### src/rtl/lcd_ctrl.sv
// Purpose: turns CPU writes to the LCD register into timed HD44780-style write cycles, with autonomous power-up init.
// Latency: a write strobed at edge N drives RS/DATA at edge N+1 (if idle) and raises EN at edge N+1+T_SU.
// Backpressure: one pending slot; a write arriving while the slot is full is dropped and flagged in sticky o_ovf.
module lcd_ctrl #(
    parameter int unsigned T_PWRUP     = 750000,
    parameter int unsigned T_SU        = 4,
    parameter int unsigned T_EN        = 12,
    parameter int unsigned T_HOLD      = 2,
    parameter int unsigned T_EXEC      = 1850,
    parameter int unsigned T_EXEC_LONG = 76000,
    parameter int unsigned CNT_W       = 20
) (
    input  logic        i_clk,
    input  logic        i_rst,
    input  logic        i_lcd_we,
    input  logic [31:0] i_lcd_wdata,
    output logic [7:0]  o_lcd_data,
    output logic        o_lcd_rs,
    output logic        o_lcd_rw,
    output logic        o_lcd_en,
    output logic        o_lcd_on,
    output logic        o_busy,
    output logic        o_init_done,
    output logic        o_ovf
);

    // Contents of the single pending-write slot.
    typedef struct packed {
        logic       on;
        logic       rs;
        logic [7:0] data;
    } pend_t;

    typedef enum logic [2:0] {
        S_PWRUP,
        S_IDLE,
        S_SETUP,
        S_PULSE,
        S_HOLD,
        S_WAIT
    } state_t;

    // Every phase counts up from zero and ends when the counter reaches its limit.
    localparam logic [CNT_W-1:0] LIM_PWRUP = CNT_W'(T_PWRUP - 1);
    localparam logic [CNT_W-1:0] LIM_SU    = CNT_W'(T_SU - 1);
    localparam logic [CNT_W-1:0] LIM_EN    = CNT_W'(T_EN - 1);
    localparam logic [CNT_W-1:0] LIM_HOLD  = CNT_W'(T_HOLD - 1);
    localparam logic [CNT_W-1:0] LIM_EXEC  = CNT_W'(T_EXEC - 1);
    localparam logic [CNT_W-1:0] LIM_LONG  = CNT_W'(T_EXEC_LONG - 1);

    localparam logic [2:0] INIT_LEN = 3'd4;

    // Power-up init command bytes, all sent with RS=0.
    function automatic logic [7:0] init_cmd(input logic [1:0] idx);
        logic [7:0] cmd;
        case (idx)
            2'd0:    cmd = 8'h38;
            2'd1:    cmd = 8'h0C;
            2'd2:    cmd = 8'h01;
            default: cmd = 8'h06;
        endcase
        return cmd;
    endfunction

    state_t           state_q, state_d;
    logic [CNT_W-1:0] cnt_q, cnt_d;
    logic [2:0]       init_idx_q, init_idx_d;
    pend_t            pend_q, pend_d;
    logic             pend_vld_q, pend_vld_d;
    logic [7:0]       data_q, data_d;
    logic             rs_q, rs_d;
    logic             en_q, en_d;
    logic             on_q, on_d;
    logic             busy_q, busy_d;
    logic             init_done_q, init_done_d;
    logic             ovf_q, ovf_d;

    logic             consume;
    logic             exec_long;
    logic [CNT_W-1:0] wait_lim;
    pend_t            wr_pend;
    logic             unused_wdata;

    assign wr_pend      = '{on: i_lcd_wdata[31], rs: i_lcd_wdata[9], data: i_lcd_wdata[7:0]};
    assign unused_wdata = ^{i_lcd_wdata[30:10], i_lcd_wdata[8]};

    // Clear and return-home commands need the long execution wait.
    assign exec_long = !rs_q && ((data_q == 8'h01) || (data_q == 8'h02) || (data_q == 8'h03));
    assign wait_lim  = exec_long ? LIM_LONG : LIM_EXEC;

    // Next-state logic for the bus sequencer, the pending slot and the status flags.
    always_comb begin
        state_d     = state_q;
        cnt_d       = cnt_q + CNT_W'(1);
        init_idx_d  = init_idx_q;
        pend_d      = pend_q;
        pend_vld_d  = pend_vld_q;
        data_d      = data_q;
        rs_d        = rs_q;
        en_d        = en_q;
        on_d        = on_q;
        init_done_d = init_done_q;
        ovf_d       = ovf_q;
        consume     = 1'b0;

        case (state_q)
            S_PWRUP: begin
                on_d = 1'b1;
                if (cnt_q == LIM_PWRUP) begin
                    state_d    = S_SETUP;
                    cnt_d      = '0;
                    rs_d       = 1'b0;
                    data_d     = init_cmd(init_idx_q[1:0]);
                    init_idx_d = init_idx_q + 3'd1;
                end
            end
            S_IDLE: begin
                cnt_d = '0;
                if (pend_vld_q) begin
                    consume = 1'b1;
                    state_d = S_SETUP;
                    rs_d    = pend_q.rs;
                    data_d  = pend_q.data;
                    on_d    = pend_q.on;
                end
            end
            S_SETUP: begin
                if (cnt_q == LIM_SU) begin
                    state_d = S_PULSE;
                    cnt_d   = '0;
                    en_d    = 1'b1;
                end
            end
            S_PULSE: begin
                if (cnt_q == LIM_EN) begin
                    state_d = S_HOLD;
                    cnt_d   = '0;
                    en_d    = 1'b0;
                end
            end
            S_HOLD: begin
                if (cnt_q == LIM_HOLD) begin
                    state_d = S_WAIT;
                    cnt_d   = '0;
                end
            end
            S_WAIT: begin
                if (cnt_q == wait_lim) begin
                    cnt_d = '0;
                    if (init_idx_q < INIT_LEN) begin
                        // Chain straight into the next init step without visiting IDLE.
                        state_d    = S_SETUP;
                        rs_d       = 1'b0;
                        data_d     = init_cmd(init_idx_q[1:0]);
                        init_idx_d = init_idx_q + 3'd1;
                    end else begin
                        state_d     = S_IDLE;
                        init_done_d = 1'b1;
                    end
                end
            end
            default: begin
                state_d = S_PWRUP;
                cnt_d   = '0;
                en_d    = 1'b0;
            end
        endcase

        // A slot being consumed this cycle is free for a write on the same edge.
        if (consume) begin
            pend_vld_d = 1'b0;
        end
        if (i_lcd_we) begin
            if (!pend_vld_q || consume) begin
                pend_d     = wr_pend;
                pend_vld_d = 1'b1;
            end else begin
                ovf_d = 1'b1;
            end
        end

        busy_d = (state_d != S_IDLE) || pend_vld_d;
    end

    // State and output registers; reset drops EN and power immediately.
    always_ff @(posedge i_clk or negedge i_rst) begin
        if (!i_rst) begin
            state_q     <= S_PWRUP;
            cnt_q       <= '0;
            init_idx_q  <= '0;
            pend_q      <= '0;
            pend_vld_q  <= 1'b0;
            data_q      <= '0;
            rs_q        <= 1'b0;
            en_q        <= 1'b0;
            on_q        <= 1'b0;
            busy_q      <= 1'b1;
            init_done_q <= 1'b0;
            ovf_q       <= 1'b0;
        end else begin
            state_q     <= state_d;
            cnt_q       <= cnt_d;
            init_idx_q  <= init_idx_d;
            pend_q      <= pend_d;
            pend_vld_q  <= pend_vld_d;
            data_q      <= data_d;
            rs_q        <= rs_d;
            en_q        <= en_d;
            on_q        <= on_d;
            busy_q      <= busy_d;
            init_done_q <= init_done_d;
            ovf_q       <= ovf_d;
        end
    end

    assign o_lcd_data  = data_q;
    assign o_lcd_rs    = rs_q;
    assign o_lcd_rw    = 1'b0;
    assign o_lcd_en    = en_q;
    assign o_lcd_on    = on_q;
    assign o_busy      = busy_q;
    assign o_init_done = init_done_q;
    assign o_ovf       = ovf_q;

endmodule

### config.mk
export PLATFORM = sky130hd
export DESIGN_NAME = lcd_ctrl
export DESIGN_NICKNAME = d
export VERILOG_FILES = /design/src/rtl/lcd_ctrl.sv
export SDC_FILE = /design/constraint.sdc
export NUM_CORES = 1
export LEC_CHECK = 0
export BUFFER_PORTS_ARGS = -buffer_cell sky130_fd_sc_hd__buf_2
export CAP_MARGIN = 30
export CORE_MARGIN = 2
export CORE_UTILIZATION = 60
export DETAILED_ROUTE_END_ITERATION = 10
export PLACE_DENSITY = 0.85
export SKIP_CTS_REPAIR_TIMING = 1
export SYNTH_ARGS = -nofsm -noshare
export SYNTH_HDL_FRONTEND = slang
export SYNTH_SLANG_ARGS = --single-unit
### constraint.sdc
create_clock -name i_clk -period 4.5 [get_ports i_clk]
set_input_delay 0.9 -clock i_clk [delete_from_list [all_inputs] [get_ports i_clk]]
set_output_delay 0.9 -clock i_clk [all_outputs]
set_load 0.01 [all_outputs]
# After elaboration in Yosys (flattened, before gate mapping)
# Index checks and enable logic that the tools add are counted.
# op_classes
add_sub_neg,2
n_lt_le_gt_ge,1
n_eq_ne,22
mux,40
bitwise_logic,3
reduce_logical,20
# ops
operator,n
2-to-1 mux 20 bit,5
one-hot mux 20 bit (5 select lines),1
2-to-1 mux 8 bit,4
2-to-1 mux 3 bit,9
one-hot mux 8 bit (3 select lines),1
"adder 20 x 1 -> 20 bit, second input constant",1
"== test 20 x 1 -> 1 bit, second input constant",1
== test 20 x 17 -> 1 bit,1
"== test 20 x 2 -> 1 bit, second input constant",1
"== test 20 bit, second input constant",1
"== test 20 x 4 -> 1 bit, second input constant",1
one-hot mux 3 bit (6 select lines),1
one-hot mux 6 bit (3 select lines),1
2-to-1 mux 17 bit,1
"== test 8 x 2 -> 1 bit, second input constant",2
2-to-1 mux 1 bit,12
"!= test 2 bit, second input constant",6
"== test 8 x 1 -> 1 bit, second input constant",1
"== test 3 x 2 -> 1 bit, second input constant",2
"== test 3 bit, second input constant",2
one-hot mux 1 bit (3 select lines),2
one-hot mux 3 bit (2 select lines),1
AND reduction 2 bit,3
AND reduction 3 bit,2
19 further kinds,26
# totals
ff_bits,51
input_bits,35
output_inout_bits,15

# Logic depth before layout (Yosys ltp)
# Gate-level depths: netlist of run 1.
# depth
word_depth,10
mapped_depth,9

# Least setup slack after synthesis of run 1
# No wires, ideal clock.
# synth_path
path_kind,flip-flop to flip-flop
start,register cnt_q[14]
end,register cnt_q[2]
setup_time_ps,119
arrival_ps,2351
t_required_ps,4381
slack_ps,2031
stages_incl_launch_ff,8
path_buffers,2
cell_sequence,dfrtp_1 -> or4_4 -> or4_1 -> buf_2 -> o221a_4 -> o32ai_4 -> buf_4 -> nor2_1
# synth_via
elab_chain_cells,3
# synth_lines
element,line,source
"start, declared",66,"logic [CNT_W-1:0] cnt_q, cnt_d;"
"start signal, assigned",202,cnt_q <= cnt_d;
== test 20 x 17 -> 1 bit (tied with other cells),148,if (cnt_q == wait_lim) begin
2-to-1 mux 20 bit (on tied branches),n/a,
one-hot mux 20 bit (5 select lines) (*),106,case (state_q)
net cnt_d[2],66,
# The timed path passes the listed nets; every way through them passes the cells marked *.
# A chain may end at the register's enable or synchronous reset.

# Worst setup path after layout of run 1
# layout_path
start,register cnt_q[14]
end,register cnt_q[5]
# Same word-level chain as after synthesis.

==> summary.md, run 1 <==
| Metric | Value |
|---|---|
| PD cells | `between 200 and 300 mW/mm^2` |
| Max clock buf depth | `2` |
| Yosys top cell area share | `44.76%` |
| Worst EP required | `~4.7 ns` |
| Total track usage | `about a quarter` |
| Final period util | `66.20%` |
| Max Cap Viol | `0` |
| Status | `finished, final reports clean` |
| Setup TNS Final | `0 ns` |
| YS warnings | `0` |
| Hold crit path type | `reg -> reg` |
| Crit-path leading delay family | `simple AND/OR/NAND/NOR gates` |
| DR iter-0 viols | `175` |
| I/O Buffers | `26` |
| Seq cells post-synth | `51` |
| Most common cell after layout, fill and taps aside | `dfrtp_1` |
| WS Path Type | `reg -> reg` |
| Post-DP HPWL | `~4000 um` |
| Initial core utilization | `63.32%` |
| Post-synth ARST share | `100.0%` |
| Layout cells sized above 1 | `18.51%` |
| Syn-to-layout area delta | `9.624%` |
| Vias per inst | `around 6.1` |
| I/O pin total | `50` |
| Sequential power share | `57.8%` |
| DRC violations left | `0` |
| Final nets | `350` |
| Cells on worst reg2reg path | `5` |
| Top cells by area, synth | `dfrtp_1 45%, nor2_1 5.2%, mux2_2 4.8%, nand2_1 4.2%, ha_1 3.6%` |
| Setup crit start kind | `register` |
| Routed WL per cell | `roughly 15 um` |
| Hold path depth | `1` |
| Largest net degree at the start of global routing | `35` |
| Syn avg cell area | `about 9.8 um^2` |
| Die area | `approximately 0.0052 mm^2` |
| Switching share of power | `20.59%` |
| Slowest CP cell | `o32ai_4` |
| Main flop type after synthesis | `dfrtp_1` |
| Setup Skew | `0.01185 ns` |
| Library cells used by synthesis | `51` |
| Pint | `0.6446 mW` |
| Slew HR | `47.81%` |
| Clk root buf | `clkbuf_8` |
| Syn Nets | `329` |
| H-tree depth | `2` |
| FMAX | `335.7 MHz` |
| Vias in the first global route | `2,121` |
| Final Setup Violations | `0` |
| FF-to-FF End | `cnt_q[5]` |
| Syn Inst Count | `about 290` |
| Crit-path cells | `or4_4 -> or4_1 -> o221a_4 -> o32ai_4 -> nor2_1` |
| Synth Cell Area | `approximately 0.0028 mm^2` |
| Crit-path max cell delay | `0.71 ns` |
| Min cycle time layout | `2.979 ns` |
| Hold endpoint | `o_ovf` |
| Max Slew Vio Count | `0` |
| Clock insertion delay at the later pin of the skew report | `0.30 ns` |
| Standard-cell row count | `24` |
| Core area | `0.004414 mm^2` |
| Post-synth EDFFs | `0` |
| Total Routed Length | `5464 um` |
| Combinational Power Share | `under 10%` |
| Commonest cells after routing, fill and taps aside | `50 x dfrtp_1, 39 x nor2_1, 31 x nand2_1` |
| Worst Path Max Fanout | `20` |
| Global-route wire length before repair | `9646 um` |
| Antenna violations before repair | `0` |
| Clock share of power | `39.2%` |
| Clk pin slew, worst setup/hold paths | `0.10 ns` |
| WP data arrival | `3.13 ns` |
| Min-Delay Startpoint | `o_ovf` |
| RSZ-0062 raised after global routing | `no` |
| Hold Fails Final Rpt | `0` |
| Sw power | `0.1671 mW` |
| Vert. Die Dim | `72.26 um` |
| Drt pass-1 iters | `4` |
| ANT cells | `0` |
| Seq/Total Area, Yosys | `45.70%` |
| Detail Route Antenna Nets | `0` |
| Total grt overflow | `0` |
| Design Area, Final | `~0.0031 mm^2` |
| Placed inst area | `between 0.002 and 0.003 mm^2` |
| Max rail drop VDD | `about 0.00013 V` |
| Gpl congestion | `0.8410` |
| TritonCTS buffer count | `5` |
| Via count | `2,193` |
| Die X | `72.26 um` |
| Worst setup EP type | `register` |
| R2R setup slack | `1.52 ns` |
| Clock sinks | `51` |
| Worst r2r src | `cnt_q[14]` |
| Worst slew pin tran | `0.7828 ns` |
| Bufs and invs on worst path | `0` |
| Leading area contributor after synthesis | `dfrtp_1` |
| Leak Pwr | `1.425 nW` |
| CTS tree | `built` |
==> worst max-delay path by stage <==
stage	startpoint	to	slack, ns	depth (start not counted)
floorplan	cnt_q[14]	cnt_q[2]	2.03	7
global placement	cnt_q[14]	cnt_q[19]	1.58	5
detailed placement	cnt_q[14]	cnt_q[5]	1.52	5
CTS	cnt_q[14]	cnt_q[5]	1.50	5
global route	cnt_q[14]	cnt_q[2]	1.33	5
finish	cnt_q[14]	cnt_q[5]	1.52	5
==> per-stage QoR <==
step	power, mW	hold WS [ns]	std cells	utilization, %	setup WS (ns)
after global routing	0.8463	0.5054	360	69.42	1.330
final	0.8117	0.4655	360	69.42	1.521
after CTS	0.8198	0.4710	360	69.42	1.502
after global placement	0.5002	0.4471	351	66.35	1.584
after detailed placement	0.5037	0.4496	352	66.81	1.524
after floorplan	0.4860	0.4699	286	-	2.031
==> synthesized netlist by cell type, drive strengths merged, types with 2 or more instances <==
library cell  number
a211oi             4
a21oi              7
and3               2
and4               2
buf                4
clkbuf            10
dfrtp             50
ha                 8
inv               13
mux2              17
mux2i              4
nand2             31
nand3              9
nand4              8
nor2              39
nor2b              2
nor3              12
nor4               6
o21ai              6
o31ai              2
or3                3
or4                6
xnor2             10
xor2               9
==> metal layers <==
metal | share of wire [%] | up-vias | GRT usage, %
li1 | - | 1046 | -
met1 | 44 | 1065 | 30.73
met2 | 49 | 72 | 37.61
met3 | 5.0 | 10 | 5.278
met4 | 1.7 | 0 | 9.853
met5 | 0 | - | 0
==> worst reg2reg max path: cells and delay by family (launching register included) <==
kind             cells  cell delay [ns]
flip-flops           1             0.44
AND/OR/NAND/NOR      3             1.37
AO/OA/AOI/OAI        2             1.02
==> power groups by stage <==
| stage | Combinational (mW) | Sequential [mW] | Clock, mW |
|---|---|---|---|
| after floorplan | 0.00865 | 0.477 | 0 |
| after global placement | 0.0221 | 0.478 | 0 |
| after detailed placement | 0.0254 | 0.478 | 0 |
| after CTS | 0.0254 | 0.469 | 0.325 |
| after global routing | 0.0283 | 0.470 | 0.348 |
| final | 0.0243 | 0.469 | 0.318 |
==> cell type report <==
type	count	area, um^2
multi-input combinational	208	1400
fill	334	1350
sequential	51	1277
timing repair buffer	28	157.7
clock buffer	5	68.82
tap	52	65.06
inverter	13	48.80
clock inverter	3	46.29
==> sequential cells by signal (all words and copies together), names as in the netlist <==
name and count:
pend_q 10, o_init_done 1, o_busy 1, cnt_q 20, o_lcd_rs 1, o_lcd_on 1
state_q 3, init_idx_q 3, o_lcd_en 1, o_ovf 1, pend_vld_q 1, o_lcd_data 8
==> cells by family after synthesis <==
family          share of synthesized area [%]
compound gates                          10.21
xor+xnor                                5.953
fa+ha+maj                               3.581
buf+inv                                 4.208
flops                                   45.70
mux                                     8.281
other cells                            0.1342
simple gates                            21.93
Note: power is estimated with default switching activity, not from simulation.
==> run 2: changes to the inputs <==
--- a/config.mk
+++ b/config.mk
@@ -8,9 +8,9 @@
 export BUFFER_PORTS_ARGS = -buffer_cell sky130_fd_sc_hd__buf_2
 export CAP_MARGIN = 30
 export CORE_MARGIN = 2
-export CORE_UTILIZATION = 60
+export CORE_UTILIZATION = 50
 export DETAILED_ROUTE_END_ITERATION = 10
-export PLACE_DENSITY = 0.85
+export PLACE_DENSITY = 0.76
 export SKIP_CTS_REPAIR_TIMING = 1
 export SYNTH_ARGS = -nofsm -noshare
 export SYNTH_HDL_FRONTEND = slang
==> constraint.sdc (replaced) <==
create_clock -name i_clk -period 2.7 [get_ports i_clk]
set_input_delay 0.54 -clock i_clk [delete_from_list [all_inputs] [get_ports i_clk]]
set_output_delay 0.54 -clock i_clk [all_outputs]
set_load 0.01 [all_outputs]
==> run 2 against run 1 <==
  * Power increased by 59%
  * Clock skew decreased by 0.0013 ns
  * Final cell count increased by 8.1%
  * Utilization decreased by 12 points
  * Hold slack got worse by 0.32 ns
  * Die area increased by 19%
  * Sequential power increased by 67%
  * Critical path type unchanged
  * Critical endpoint is now cnt_q[3]
==> summary.md, run 2 (synthesis results as in run 1) <==
| Metric | Value |
|---|---|
| Commonest cells after routing, fill and taps aside | `50 x dfrtp_1, 39 x nor2_1, 31 x nand2_1` |
| Final Worst Setup Slack | `0.1078 ns (-1.413 ns)` |
| Setup crit start kind | `register` |
| Syn-to-layout area delta | `12.04%` |
| Max clock buf depth | `2 (unchanged)` |
| FF-to-FF End | `cnt_q[3]` |
| Initial core utilization | `51.39% (-12 points)` |
| Clk pin slew, worst setup/hold paths | `0.11 ns (about the same)` |
| R2R setup slack | `0.11 ns (-1.41 ns)` |
| Via count | `2,159 (-1.6%)` |
| Most common cell after layout, fill and taps aside | `dfrtp_1` |
| Clk root buf | `clkbuf_8` |
| Total grt overflow | `0 (unchanged)` |
| Design Area, Final | `0.003132 mm^2 (+2.2%)` |
| Detail Route Antenna Nets | `0 (unchanged)` |
| Placement Setup Slack | `0.1364 ns (-1.387 ns)` |
| Worst setup EP type | `register` |
| Core area | `0.005439 mm^2 (+23%)` |
| Final nets | `359 (+2.6%)` |
| Worst slew pin tran | `0.5907 ns (-0.1921 ns)` |
| WS Path Type | `reg -> reg` |
| Die X | `78.77 um (+9.0%)` |
| WP data arrival | `2.80 ns (-0.33 ns)` |
| Vias per inst | `5.550 (-8.9%)` |
| Leak Pwr | `1.469 nW (+3.1%)` |
| ANT cells | `0 (unchanged)` |
| Switching share of power | `23.78% (+3.2 points)` |
| Layout cells sized above 1 | `21.14% (+2.6 points)` |
| Largest Register | `cnt_q` |
| DRC violations left | `0 (unchanged)` |
| I/O pin total | `50 (unchanged)` |
| Total Routed Length | `5478 um (+0.26%)` |
| Cells on worst reg2reg path | `6 (+1)` |
| Design Power | `1.295 mW (+59%)` |
| Slew HR | `59.49% (+12 points)` |
| Setup Skew | `0.01054 ns (-0.001308 ns)` |
| Hold crit path type | `in -> async` |
| Worst r2r src | `cnt_q[14]` |
| Combinational Power Share | `3.1% (about the same)` |
| Placed inst area | `0.003029 mm^2 (+2.7%)` |
| Vias in the first global route | `1,967 (-7.3%)` |
| Largest net degree at the start of global routing | `19 (-46%)` |
| Final Setup Violations | `0 (unchanged)` |
| Sequential power share | `60.4% (+2.6 points)` |
| Max FFs per register | `20 (unchanged)` |
| Pint | `0.9868 mW (+53%)` |
| Sw power | `0.3079 mW (+84%)` |
| I/O Buffers | `26 (unchanged)` |
| Gpl congestion | `0.8573 (+1.9%)` |
| RSZ-0062 raised after global routing | `no` |
| Routed WL per cell | `14.08 um (-7.2%)` |
| DR iter-0 viols | `187 (+6.9%)` |
| Die area | `0.006205 mm^2 (+19%)` |
| Post-DP HPWL | `3986 um (+1.4%)` |
| FMAX | `385.8 MHz (+15%)` |
| Global-route wire length before repair | `9149 um (-5.2%)` |
| Drt pass-1 iters | `4 (unchanged)` |
| Clock insertion delay at the later pin of the skew report | `0.32 ns (+0.02 ns)` |
| Final period util | `96.01% (+30 points)` |
| Standard-cell row count | `27 (+13%)` |
| Max rail drop VDD | `0.0002224 V (+66%)` |
| Antenna violations before repair | `0 (unchanged)` |
| Storage cell area | `0.001277 mm^2 (unchanged)` |
| Area of the multi-input gates | `0.001405 mm^2 (+0.36%)` |
| Worst Path Max Fanout | `11 (-45%)` |
| Clock share of power | `36.5% (-2.7 points)` |
| Status | `finished, final reports clean` |
| Min cycle time layout | `2.592 ns (-0.3866 ns)` |
| Vert. Die Dim | `78.77 um (+9.0%)` |
| Total track usage | `18.82% (-4.6 points)` |
| Max Slew Vio Count | `0 (unchanged)` |
| Max Cap Viol | `0 (unchanged)` |
| Fillers | `475 (+42%)` |
| Setup TNS Final | `0 ns (unchanged)` |
| Hold Fails Final Rpt | `0 (unchanged)` |
| Clock sinks | `51 (unchanged)` |
| PD cells | `413.4 mW/mm^2 (+56%)` |
| TritonCTS buffer count | `5 (unchanged)` |
| H-tree depth | `2 (unchanged)` |
| CTS tree | `built` |
| Worst EP required | `2.91 ns (-1.74 ns)` |
## run 2: changes by cell type in the layout (fill, tap and decap cells not counted)
cell        previous run  this run
nor3_1                12        11
buf_4                  1        11
inv_8                  0         1
nor3_2                 0         1
inv_6                  1         0
buf_12                 1         0
clkinv_4               0         2
clkinvlp_4             1         0
bufinv_16              1         0
## run 2: area by class of cell
class	count	area share (%)
Sequential cell	51	40.79
Tap cell	72	2.877
Multi-Input combinational cell	208	44.87
Clock buffer	5	2.197
Timing Repair Buffer	37	6.792
Clock inverter	3	0.9189
Inverter	13	1.558
## run 2: metal layers
| layer | track usage [%] | wire (um) | vias up |
|---|---|---|---|
| li1 | - | - | 1061 |
| met1 | 24.61 | 2544 | 1036 |
| met2 | 31.37 | 2618 | 54 |
| met3 | 3.750 | 242 | 8 |
| met4 | 6.316 | 72 | 0 |
| met5 | 0 | 0 | - |
## run 2: power groups by stage
| stage | logic, mW | registers (mW) | clock network (mW) |
|---|---|---|---|
| floorplan | 0.0144 | 0.796 | 0 |
| global placement | 0.0403 | 0.797 | 0 |
| detailed placement | 0.0421 | 0.798 | 0 |
| CTS | 0.0421 | 0.782 | 0.487 |
| global route | 0.0456 | 0.784 | 0.521 |
| finish | 0.0401 | 0.783 | 0.472 |
## run 2: worst max path at each step
stage,startpoint,end,slack (ns)
after floorplan,cnt_q[14],cnt_q[2],0.23
after global placement,cnt_q[14],cnt_q[9],0.13
after detailed placement,cnt_q[14],cnt_q[3],0.14
after CTS,cnt_q[14],cnt_q[3],0.09
after global routing,cnt_q[14],cnt_q[3],0.01
final,cnt_q[14],cnt_q[3],0.11
## run 2: per-stage QoR
step,hold WS (ns),cells,utilization (%)
CTS,0.1552,389,57.49
detailed placement,0.4541,381,55.69
finish,0.1465,389,57.58
global route,0.1737,389,57.58
global placement,0.4537,381,55.69
floorplan,0.2444,286,-
## run 2: critical path, cell delays in order, from the launching register on
cell and delay [ns]:
dfrtp_1 0.40, or4_4 0.55, or4_1 0.67, o221a_4 0.31, o32ai_4 0.27, buf_4 0.21, nor2_1 0.06
==> run 3: changes to the inputs <==
--- a/config.mk
+++ b/config.mk
@@ -7,10 +7,11 @@
 export LEC_CHECK = 0
 export BUFFER_PORTS_ARGS = -buffer_cell sky130_fd_sc_hd__buf_2
 export CAP_MARGIN = 30
+export CORE_ASPECT_RATIO = 2
 export CORE_MARGIN = 2
-export CORE_UTILIZATION = 50
+export CORE_UTILIZATION = 56
 export DETAILED_ROUTE_END_ITERATION = 10
-export PLACE_DENSITY = 0.76
+export PLACE_DENSITY = 0.8
 export SKIP_CTS_REPAIR_TIMING = 1
 export SYNTH_ARGS = -nofsm -noshare
 export SYNTH_HDL_FRONTEND = slang
==> constraint.sdc (replaced) <==
create_clock -name i_clk -period 2.44 [get_ports i_clk]
set_input_delay 0.488 -clock i_clk [delete_from_list [all_inputs] [get_ports i_clk]]
set_output_delay 0.488 -clock i_clk [all_outputs]
set_load 0.01 [all_outputs]
==> run 3 against run 2 <==
  * The flow now finishes with violations (setup timing)
  * Clock-buffer cell count is the same
  * Die area shrank 9.6%
  * Hold slack gained 0.12 ns
  * Critical endpoint is now cnt_q[6]
==> summary.md, run 3 (synthesis results as in run 1) <==
| Metric | Value |
|---|---|
| Commonest cells after routing, fill and taps aside | `50 x dfrtp_1, 39 x nor2_1, 31 x nand2_1` |
| Placed Instances | `380 (-0.26%)` |
| Sw power | `0.3392 mW (+10%)` |
| Status | `complete, but fails checks` |
| FMAX | `403.3 MHz (+4.6%)` |
| Detail Route Antenna Nets | `0 (unchanged)` |
| Max FFs per register | `20 (unchanged)` |
| Final Worst Setup Slack | `-0.03929 ns (-0.1471 ns)` |
| RSZ-0062 raised after global routing | `yes` |
| ANT cells | `0 (unchanged)` |
| Crit-path cells | `or4_4 -> or4_4 -> nor4_4 -> a211oi_2 -> o32ai_4 -> buf_12 -> nor2_1` |
| DR iter-0 viols | `77 (-59%)` |
| Worst slew pin tran | `0.6425 ns (+0.05184 ns)` |
| Worst EP required | `2.65 ns (-0.26 ns)` |
| Total Routed Length | `6739 um (+23%)` |
| Max clock buf depth | `2 (unchanged)` |
| Most common cell after layout, fill and taps aside | `dfrtp_1` |
| Standard-cell row count | `36 (+33%)` |
| CTS tree | `built` |
| Largest net degree at the start of global routing | `52 (+33)` |
| H-tree depth | `2 (unchanged)` |
| Vias per inst | `6.106 (+10%)` |
| Final period util | `101.6% (+5.6 points)` |
| Clock share of power | `36.4% (about the same)` |
| Pint | `1.091 mW (+11%)` |
| Most repeated library cell on the critical path | `or4_4` |
| Combinational Power Share | `3.0% (about the same)` |
| I/O pin total | `50 (unchanged)` |
| Leak Pwr | `1.537 nW (+4.6%)` |
| R2R setup slack | `-0.04 ns (-0.15 ns)` |
| Vert. Die Dim | `103.9 um (+32%)` |
| Die area | `0.005606 mm^2 (-9.6%)` |
| Total grt overflow | `0 (unchanged)` |
| Max Cap Viol | `0 (unchanged)` |
| Setup crit start kind | `register` |
| Drt pass-1 iters | `4 (unchanged)` |
| Die X | `53.96 um (-32%)` |
| Min cycle time layout | `2.479 ns (-0.1129 ns)` |
| Clk pin slew, worst setup/hold paths | `0.10 ns (about the same)` |
| Largest Register | `cnt_q` |
| Max Slew Vio Count | `0 (unchanged)` |
| TritonCTS buffer count | `5 (unchanged)` |
| Switching share of power | `23.72% (-0.060 points)` |
| Initial core utilization | `58.00% (+6.6 points)` |
| Final Setup Violations | `20 (+20)` |
| Hold crit path type | `in -> async` |
| Clock insertion delay at the later pin of the skew report | `0.32 ns (about the same)` |
| Post-DP HPWL | `4988 um (+25%)` |
| Clock sinks | `51 (unchanged)` |
| Via count | `2,369 (+9.7%)` |
| PD cells | `431.0 mW/mm^2 (+4.3%)` |
| Routed WL per cell | `17.37 um (+23%)` |
| Fin Hold WS | `0.2644 ns (+0.1179 ns)` |
| Gpl congestion | `0.9329 (+8.8%)` |
| Max rail drop VDD | `0.0003104 V (+40%)` |
| WS Path Type | `reg -> reg` |
| Failing checks | `setup timing` |
| Final nets | `373 (+3.9%)` |
| Slowest CP cell | `or4_4` |
| Clk root buf | `clkbuf_8` |
| Syn-to-layout area delta | `18.71%` |
| Worst Path Max Fanout | `20 (+9)` |
| Core area | `0.004820 mm^2 (-11%)` |
| Crit-path max cell delay | `0.55 ns (-0.12 ns)` |
| Setup Skew | `0.009096 ns (-0.001446 ns)` |
| I/O Buffers | `26 (unchanged)` |
| Vias in the first global route | `2,359 (+20%)` |
| Hold Fails Final Rpt | `0 (unchanged)` |
| DRC violations left | `0 (unchanged)` |
| Antenna violations before repair | `0 (unchanged)` |
| Slew HR | `57.16% (-2.3 points)` |
| Layout cells sized above 1 | `27.79% (+6.7 points)` |
| Sequential power share | `60.6% (+0.2 points)` |
| Final cell count without fillers | `388 (-0.26%)` |
| Worst setup EP type | `register` |
| Total track usage | `26.06% (+7.2 points)` |
| Global-route wire length before repair | `10,690 um (+17%)` |
| WP data arrival | `2.69 ns (-0.11 ns)` |
[run 3: layout make-up]
class                      instances  area (um^2)
clock inverter                     3        28.78
timing repair buffer              51        334.1
multi-input combinational        208         1489
clock buffer                       5        68.82
fill                             366         1501
tap                               57        71.32
sequential                        51         1277
inverter                          13        48.80
[run 3: critical path: cells and delay by family, from the launching register on]
family          cells  cell delay, ns
compound gates      2            0.35
buf+inv             1            0.19
flops               1            0.39
simple gates        4            1.44
[run 3: worst paths after layout]
| path | end | from | depth (start not counted) |
|---|---|---|---|
| max reg2reg | cnt_q[6] | cnt_q[14] | 7 |
| min in group i_clk | pend_q[3] | i_lcd_wdata[3] | 2 |
| min | state_q[1] | i_rst | 2 |
| max | cnt_q[6] | cnt_q[14] | 7 |
| max in group asynchronous | cnt_q[14] | i_rst | 2 |
| min reg2reg | o_ovf | o_ovf | 1 |
[run 3: per-layer routing]
layer  track usage [%]  share of wire (%)
met1             24.09                 35
met2             45.21                 55
met3             6.322                4.1
met4             19.05                6.4
met5                 0                  0
[run 3: metrics by stage]
stage / utilization, % / TNS (ns) / total power, mW / instance area (um^2) / setup slack (ns)
after floorplan: - / 0 / 0.8964 / 2801 / 0.003582
after global placement: 64.90 / -3.105 / 0.9240 / 3128 / -0.1509
after detailed placement: 64.90 / -3.828 / 0.9265 / 3128 / -0.1610
after CTS: 66.93 / -4.104 / 1.437 / 3226 / -0.1694
after global routing: 68.85 / -1.747 / 1.488 / 3318 / -0.09478
final: 68.85 / -0.6556 / 1.430 / 3318 / -0.03929
[run 3: power by group through the flow]
stage / logic, mW / clock network (mW) / registers, mW
after floorplan: 0.0159 / 0 / 0.880
after global placement: 0.0426 / 0 / 0.881
after detailed placement: 0.0440 / 0 / 0.882
after CTS: 0.0441 / 0.527 / 0.866
after global routing: 0.0494 / 0.571 / 0.868
final: 0.0430 / 0.521 / 0.866
